==> src/rtl/hazard_scoreboard.sv <==
// Register hazard scoreboard for an in-order pipeline. It tracks a 2-bit countdown per
// architectural register and produces the stall, flush and bubble controls for the ID stage.
module hazard_scoreboard #(
   parameter int unsigned WIDTH = 32
) (
   input  logic        i_clk,
   input  logic        i_rst_n,
   input  logic        ID_valid,
   input  logic [4:0]  ID_rs1,
   input  logic [4:0]  ID_rs2,
   input  logic [4:0]  ID_rd,
   input  logic        ID_use_rs1,
   input  logic        ID_use_rs2,
   input  logic        ID_we,
   input  logic [1:0]  ID_cls,
   input  logic        EX_br_taken,
   output logic        ID_stall,
   output logic        ID_flush,
   output logic        EX_bubble,
   output logic [31:0] busy_mask,
   output logic [15:0] stall_cnt
);

   localparam int unsigned STALL_W = 16;

   // The stall counter must not be wider than the datapath it reports on.
   if (WIDTH < STALL_W) begin : g_width_check
      $error("hazard_scoreboard: WIDTH must be at least 16");
   end

   logic [1:0]         cnt_q [32];
   logic [1:0]         cnt_d [32];
   logic [STALL_W-1:0] stall_cnt_q;
   logic [STALL_W-1:0] stall_cnt_d;

   logic [1:0] lat;
   logic       raw_hz;
   logic       waw_hz;
   logic       issue;

   always_comb begin
      lat = 2'd0;
      case (ID_cls)
         2'b00:   lat = 2'd0;
         2'b01:   lat = 2'd1;
         2'b10:   lat = 2'd2;
         default: lat = 2'd3;
      endcase
   end

   always_comb begin
      raw_hz = 1'b0;
      waw_hz = 1'b0;
      if (ID_valid) begin
         raw_hz = (ID_use_rs1 && (ID_rs1 != 5'd0) && (cnt_q[ID_rs1] != 2'd0)) ||
                  (ID_use_rs2 && (ID_rs2 != 5'd0) && (cnt_q[ID_rs2] != 2'd0));
         waw_hz = ID_we && (ID_rd != 5'd0) && (cnt_q[ID_rd] > lat);
      end
   end

   assign ID_stall  = (raw_hz || waw_hz) && !EX_br_taken;
   assign ID_flush  = EX_br_taken;
   assign EX_bubble = ID_stall || EX_br_taken || !ID_valid;
   assign issue     = ID_valid && !ID_stall && !EX_br_taken;

   // A fresh load of an entry replaces its decrement in the same cycle.
   always_comb begin
      for (int unsigned r = 0; r < 32; r++) begin
         if (r == 0) begin
            cnt_d[r] = '0;
         end else if (cnt_q[r] != 2'd0) begin
            cnt_d[r] = cnt_q[r] - 2'd1;
         end else begin
            cnt_d[r] = '0;
         end
      end
      if (issue && ID_we && (ID_rd != 5'd0) && (lat != 2'd0)) begin
         cnt_d[ID_rd] = lat;
      end
   end

   always_comb begin
      stall_cnt_d = stall_cnt_q;
      if (ID_stall && (stall_cnt_q != '1)) begin
         stall_cnt_d = stall_cnt_q + 16'd1;
      end
   end

   always_comb begin
      busy_mask = '0;
      for (int unsigned r = 1; r < 32; r++) begin
         busy_mask[r] = (cnt_q[r] != 2'd0);
      end
   end

   assign stall_cnt = stall_cnt_q;

   always_ff @(posedge i_clk) begin
      if (!i_rst_n) begin
         for (int unsigned r = 0; r < 32; r++) begin
            cnt_q[r] <= '0;
         end
         stall_cnt_q <= '0;
      end else begin
         for (int unsigned r = 0; r < 32; r++) begin
            cnt_q[r] <= cnt_d[r];
         end
         stall_cnt_q <= stall_cnt_d;
      end
   end

endmodule
==> config.mk <==
export PLATFORM = sky130hd
export DESIGN_NAME = hazard_scoreboard
export DESIGN_NICKNAME = d
export VERILOG_FILES = /design/src/rtl/hazard_scoreboard.sv
export SDC_FILE = /design/constraint.sdc
export NUM_CORES = 1
export LEC_CHECK = 0
export ABC_AREA = 1
export CORE_MARGIN = 10
export CORE_UTILIZATION = 60
export DETAILED_ROUTE_END_ITERATION = 10
export PLACE_DENSITY = 0.85
export SLEW_MARGIN = 20
export SYNTH_ARGS = -nofsm -noshare
export SYNTH_HDL_FRONTEND = slang
export SYNTH_SLANG_ARGS = --single-unit
==> constraint.sdc <==
create_clock -name i_clk -period 7.01 [get_ports i_clk]
set_input_delay 1.402 -clock i_clk [delete_from_list [all_inputs] [get_ports i_clk]]
set_output_delay 1.402 -clock i_clk [all_outputs]
set_load 0.005 [all_outputs]
* Yosys cells after proc, flatten, opt, wreduce, memory -nomap -nowiden
Memory sizes are Yosys's and may differ from the RTL's.
Index checks and enable logic that the tools add are counted.
** Cells by class
- Order comparisons :: 3
- Reduce and logical (&&, ||, !) cells :: 59
- Equal/unequal tests :: 3
- Muxes and demuxes :: 72
- Add/sub/neg operators :: 32
- Bitwise logic cells :: 33
** Operator list (number)
- 2-to-1 mux 2 bit :: 64
- nonzero test 2 bit :: 34
- bitwise mux 64 bit :: 1
- 2-to-1 mux 64 bit :: 1
- subtractor 2 x 1 -> 2 bit (second input constant) :: 31
- bitwise OR 1 bit :: 32
- adder 16 x 1 -> 16 bit (second input constant) :: 1
- inequality test 16 bit (second input constant) :: 1
- nonzero test 5 bit :: 3
- logical AND 1 bit :: 14
- demux 2 bit (select 5 bit) :: 1
- greater-or-equal comparator 6 bit (second input constant) :: 1
- < comparator 6 x 1 -> 1 bit (second input constant) :: 1
- NOT 5 -> 6 bit :: 1
- one-hot mux 2 bit (3 select lines) :: 1
- logical OR 1 bit :: 4
- 2-to-1 mux 1 bit :: 4
- zero test 1 bit :: 3
- equality test 2 x 1 -> 1 bit (second input constant) :: 1
- equality test 2 bit (second input constant) :: 1
- greater-than comparator 2 bit :: 1
- zero test 2 bit :: 1
** Word-level totals
- Logic and storage cells :: 204
- Memories kept :: 1
- Input bits :: 24
- Register bits after elaboration :: 16
- RAM bits :: 64
- Output and inout bits :: 51
** Memories
- cnt_q :: words 32, width 2, read ports 34, clocked after memory_dff 0, write ports 32, RTL line 31 : logic [1:0] cnt_q [32];

* Depth between registers and ports, before layout
- Word-level depth :: 15
- Mapped depth :: 19
- Depth with buffers taken out :: 17

* Least setup slack after synthesis
No wires, ideal clock.
- Kind :: input to output
- Start :: input ID_rd[0]
- End :: output ID_stall
- Arrival :: 3.752 ns
- Stages on the path :: 17
- Path slack :: 1.856 ns
- Required time :: 5.608 ns
- Buffers on the path :: 2
- Cells stage by stage :: inv_1 nor2_1 inv_1 clkbuf_1 o22ai_1 o21ai_0 nand4_1 or2_2 ha_1 inv_1 nor2_1 nor2_1 a211o_1 nand3_2 buf_2 nand2_1 inv_1
** On the way
- Cells in the longest elaborated chain, start to end :: 6
- Elaborated cells between the ends (all ways) :: 8
- Those cells by class :: order compare (1); mux (1); reduce/logical (5); memory (1)
** RTL lines
- start: declaration :: RTL line 11 : input logic [4:0] ID_rd,
- memory read (32 x 2 bit) / nonzero test 5 bit (equally long branches)
- greater-than comparator 2 bit / logical AND 1 bit (equally long branches) :: RTL line 57 : waw_hz = ID_we && (ID_rd != 5'd0) && (cnt_q[ID_rd] > lat);
- logical AND 1 bit * :: RTL line 57
- 2-to-1 mux 1 bit * :: RTL line 54 : if (ID_valid) begin
- logical OR 1 bit * :: RTL line 61 : assign ID_stall = (raw_hz || waw_hz) && !EX_br_taken;
- logical AND 1 bit * :: RTL line 61
- end: declaration :: RTL line 17 : output logic ID_stall,
Mark *: on every way between the ends. The rest lies on a longest branch, timed or not.

* Worst setup path in the final report
Same ends and word-level chain as after synthesis.

==> reports/metrics.cfg <==
[outcome]
outcome = finished clean

[power]
seq_power_share_pct = 48.1
pwr-share-clk_pct = 36.3
combPwrFrac_pct = 15.6
vdd_drop_max_v = 0.0000844
leakage_nw = 2.87
p_sw_mw = 0.292
powerDensity_nw_per_um2 = 136
p_int_mw = 0.658
total_power_mw = 0.949
swShare_pct = 30.7

[place]
dpl-instance-area_um2 = 6800
placed_cells = 1213
place.gp.congestion = 0.996
port-buffer-count = 73
place_hpwl_um = 14200

[timing]
rsz0062_at_grt = no
timing.final.hold_violations = 0
max_freq_mhz = 154
min_period_ns = 6.49
finalSetupViolCount = 0
slew_headroom_pct = 43.9
min_period_over_period_pct = 92.6
finalClockSkew_ns = 0.00865
tns_ns = 0
slew_violations = 0
worstMarginPinSlew_ns = 0.841

[final_layout]
fin_util_pct = 71.5
final_cell_area_um2 = 6990
fill_cells = 911
drive_above_1_share_pct = 4.20
nets = 1118
syn_to_final_growth_pct = 16.1
multi_input_area_um2 = 3670
num_antenna_cells = 0
stdcell_count = 1228
regArea_um2 = 1600

[clock_tree]
cts.sinks = 80
clk-insertion-delay-late_ns = 0.37
ctsResizeCount = 0
ctsHoldBuffers = 0
cts_buffers = 9
cts_tree = yes
cts_buffer_depth = 2
h-tree-depth = 3
postCtsSetupBuffers = 0
clkSlewWorstSetupHoldPaths_ns = 0.08
root_buffer = clkbuf_8

[setup_path]
endpoint_kind = primary output
cp.buffers_inverters = 5
path_max_fanout = 16
r2r_slack_ns = 3.08
max_stage_delay_ns = 0.52
critPathLaunchType = primary input
crit_arrival_ns = 5.09
crit_type = primary input to primary output
crit_family = buffers and inverters
slowest_stage = clkdlybuf4s50_1
worstPathCellList = clkdlybuf4s50_1 -> inv_1 -> nand2_1 -> clkinv_1 -> a22o_1 -> o21ai_0 -> nand4_1 -> nor4b_1 -> ha_1 -> a211o_1 -> nand3_2 -> nand2_1 -> inv_1 -> clkdlybuf4s50_1
worstPathRequired_ns = 5.61

[routing]
dr.first_iter.drc_count = 999
viasPerCell = 5.85
drc = 0
drt-total-wl_um = 19900
dr.pass1.iters = 6
wl_per_cell_um = 16.2
vias = 7186
drtAntennaViolNets = 0

[grt]
grt_pass1_wl_um = 32000
grt_usage_pct = 26.6
grt_max_degree = 76
grt-ovfl-total = 0
antenna_found_initial = 0
grt_pass1_vias = 6280

[floorplanning]
core_um2 = 9770
ios = 75
die_w_um = 120
fp-row-count = 36
initial_core_util_pct = 61.6
dieArea_um2 = 14400
die_h_um = 120

[yosys]
ys_seq_area_share_pct = 26.6
synthCells = 1048
yosysWarnings = 0
synth_seq_cells = 80
ys_types = 33
syn_area_per_cell_um2 = 5.74
syn-cell-area_um2 = 6020

[hold_path]
holdCritPathClass = flop to flop

[run]
drv_cap = 0

## power by group through the flow
stage	clock network [mW]	logic, mW	registers (mW)
final	0.344	0.148	0.457
after global routing	0.364	0.159	0.457
after CTS	0.345	0.144	0.457
after detailed placement	0	0.144	0.468
after global placement	0	0.143	0.468
after floorplan	0	0.0931	0.468
## sequential cells by signal (all words and copies together) (netlist names)
name       cells
stall_cnt     16
cnt_q         64
## cells in the mapped netlist, drive strengths merged
cell	instances	share of area, %
a22o	2	0.29
buf	20	1.8
dfxtp	80	27
o31ai	7	0.87
nand2	311	19
nand4	83	8.6
a21oi	80	6.7
nand3	50	4.4
o21ai	83	6.9
clkbuf	34	2.1
or2	1	0.10
a31oi	1	0.10
a22oi	2	0.25
nor3	16	1.6
a211o	1	0.15
ha	3	0.62
o22ai	23	2.4
inv	140	8.7
conb	1	0.062
nor4b	1	0.15
nor4	3	0.31
clkinv	3	0.19
xnor2	2	0.29
nor2	90	5.8
xor2	11	1.6
## metal layers
layer | global-route usage [%] | part of all wire (%)
met3 | 4.13 | 8.1
met1 | 34.4 | 41
met4 | 13.7 | 4.9
met2 | 41.9 | 46
met5 | 0 | 0
## path summary, 6_finish.rpt
| kind | start | end | cells past startpoint |
|---|---|---|---|
| setup / recovery | ID_rd[0] | ID_stall | 14 |
| hold / removal | stall_cnt[5]$_SDFFE_PN0P_ | stall_cnt[5]$_SDFFE_PN0P_ | 2 |
| setup reg to reg | cnt_q[24][1]$_SDFF_PN0_ | cnt_q[24][0]$_SDFF_PN0_ | 17 |
| hold reg to reg | stall_cnt[5]$_SDFFE_PN0P_ | stall_cnt[5]$_SDFFE_PN0P_ | 2 |
## cell usage in the layout, fill, tap and decap left out, types with 2 or more instances in the layout
cell type        instances
o21ai_0                 79
xnor2_1                  2
ha_1                     3
nor3_1                  13
clkdlybuf4s50_1         73
conb_1                   3
nand4_1                 83
nand3_1                 47
inv_2                    8
inv_1                  132
clkbuf_8                 9
o21ai_1                  4
nor2_1                  87
nor3_2                   3
nor4_1                   3
buf_4                   10
a22oi_1                  2
a22o_1                   2
clkinv_2                 3
dfxtp_1                 80
nand2_1                310
xor2_1                  11
o22ai_1                 23
clkinv_1                 3
o31ai_1                  7
nand3_2                  3
a21oi_1                 79
nor2_4                   2
## final cells by class
| type | instances | area share (%) |
|---|---|---|
| Tap cell | 133 | 2.38 |
| Sequential cell | 80 | 22.9 |
| Multi-Input combinational cell | 773 | 52.6 |
| Timing Repair Buffer | 84 | 11.8 |
| Inverter | 143 | 7.68 |
| Clock buffer | 9 | 1.77 |
| Clock inverter | 6 | 0.877 |
## through the flow
stage	setup WS, ns	hold WS [ns]
floorplan	1.86	0.480
global placement	0.761	0.487
detailed placement	0.647	0.493
CTS	0.621	0.506
global route	0.150	0.535
finish	0.519	0.500
## worst min-delay path, cell delays in order (launching register included)
cell and delay [ns]:
dfxtp_1 0.34, nand2_1 0.07, a21oi_1 0.05
## logic make-up (layout without fill, tap and decap cells)
group	after synthesis	in the layout	synth area share [%]
other cells	1	3	0.0623
flops	80	80	26.6
buf+inv	197	242	12.8
fa+ha+maj	3	3	0.624
compound gates	199	199	17.6
simple gates	555	555	40.4
xor+xnor	13	13	1.89
Power figures use the tool's default switching activity.
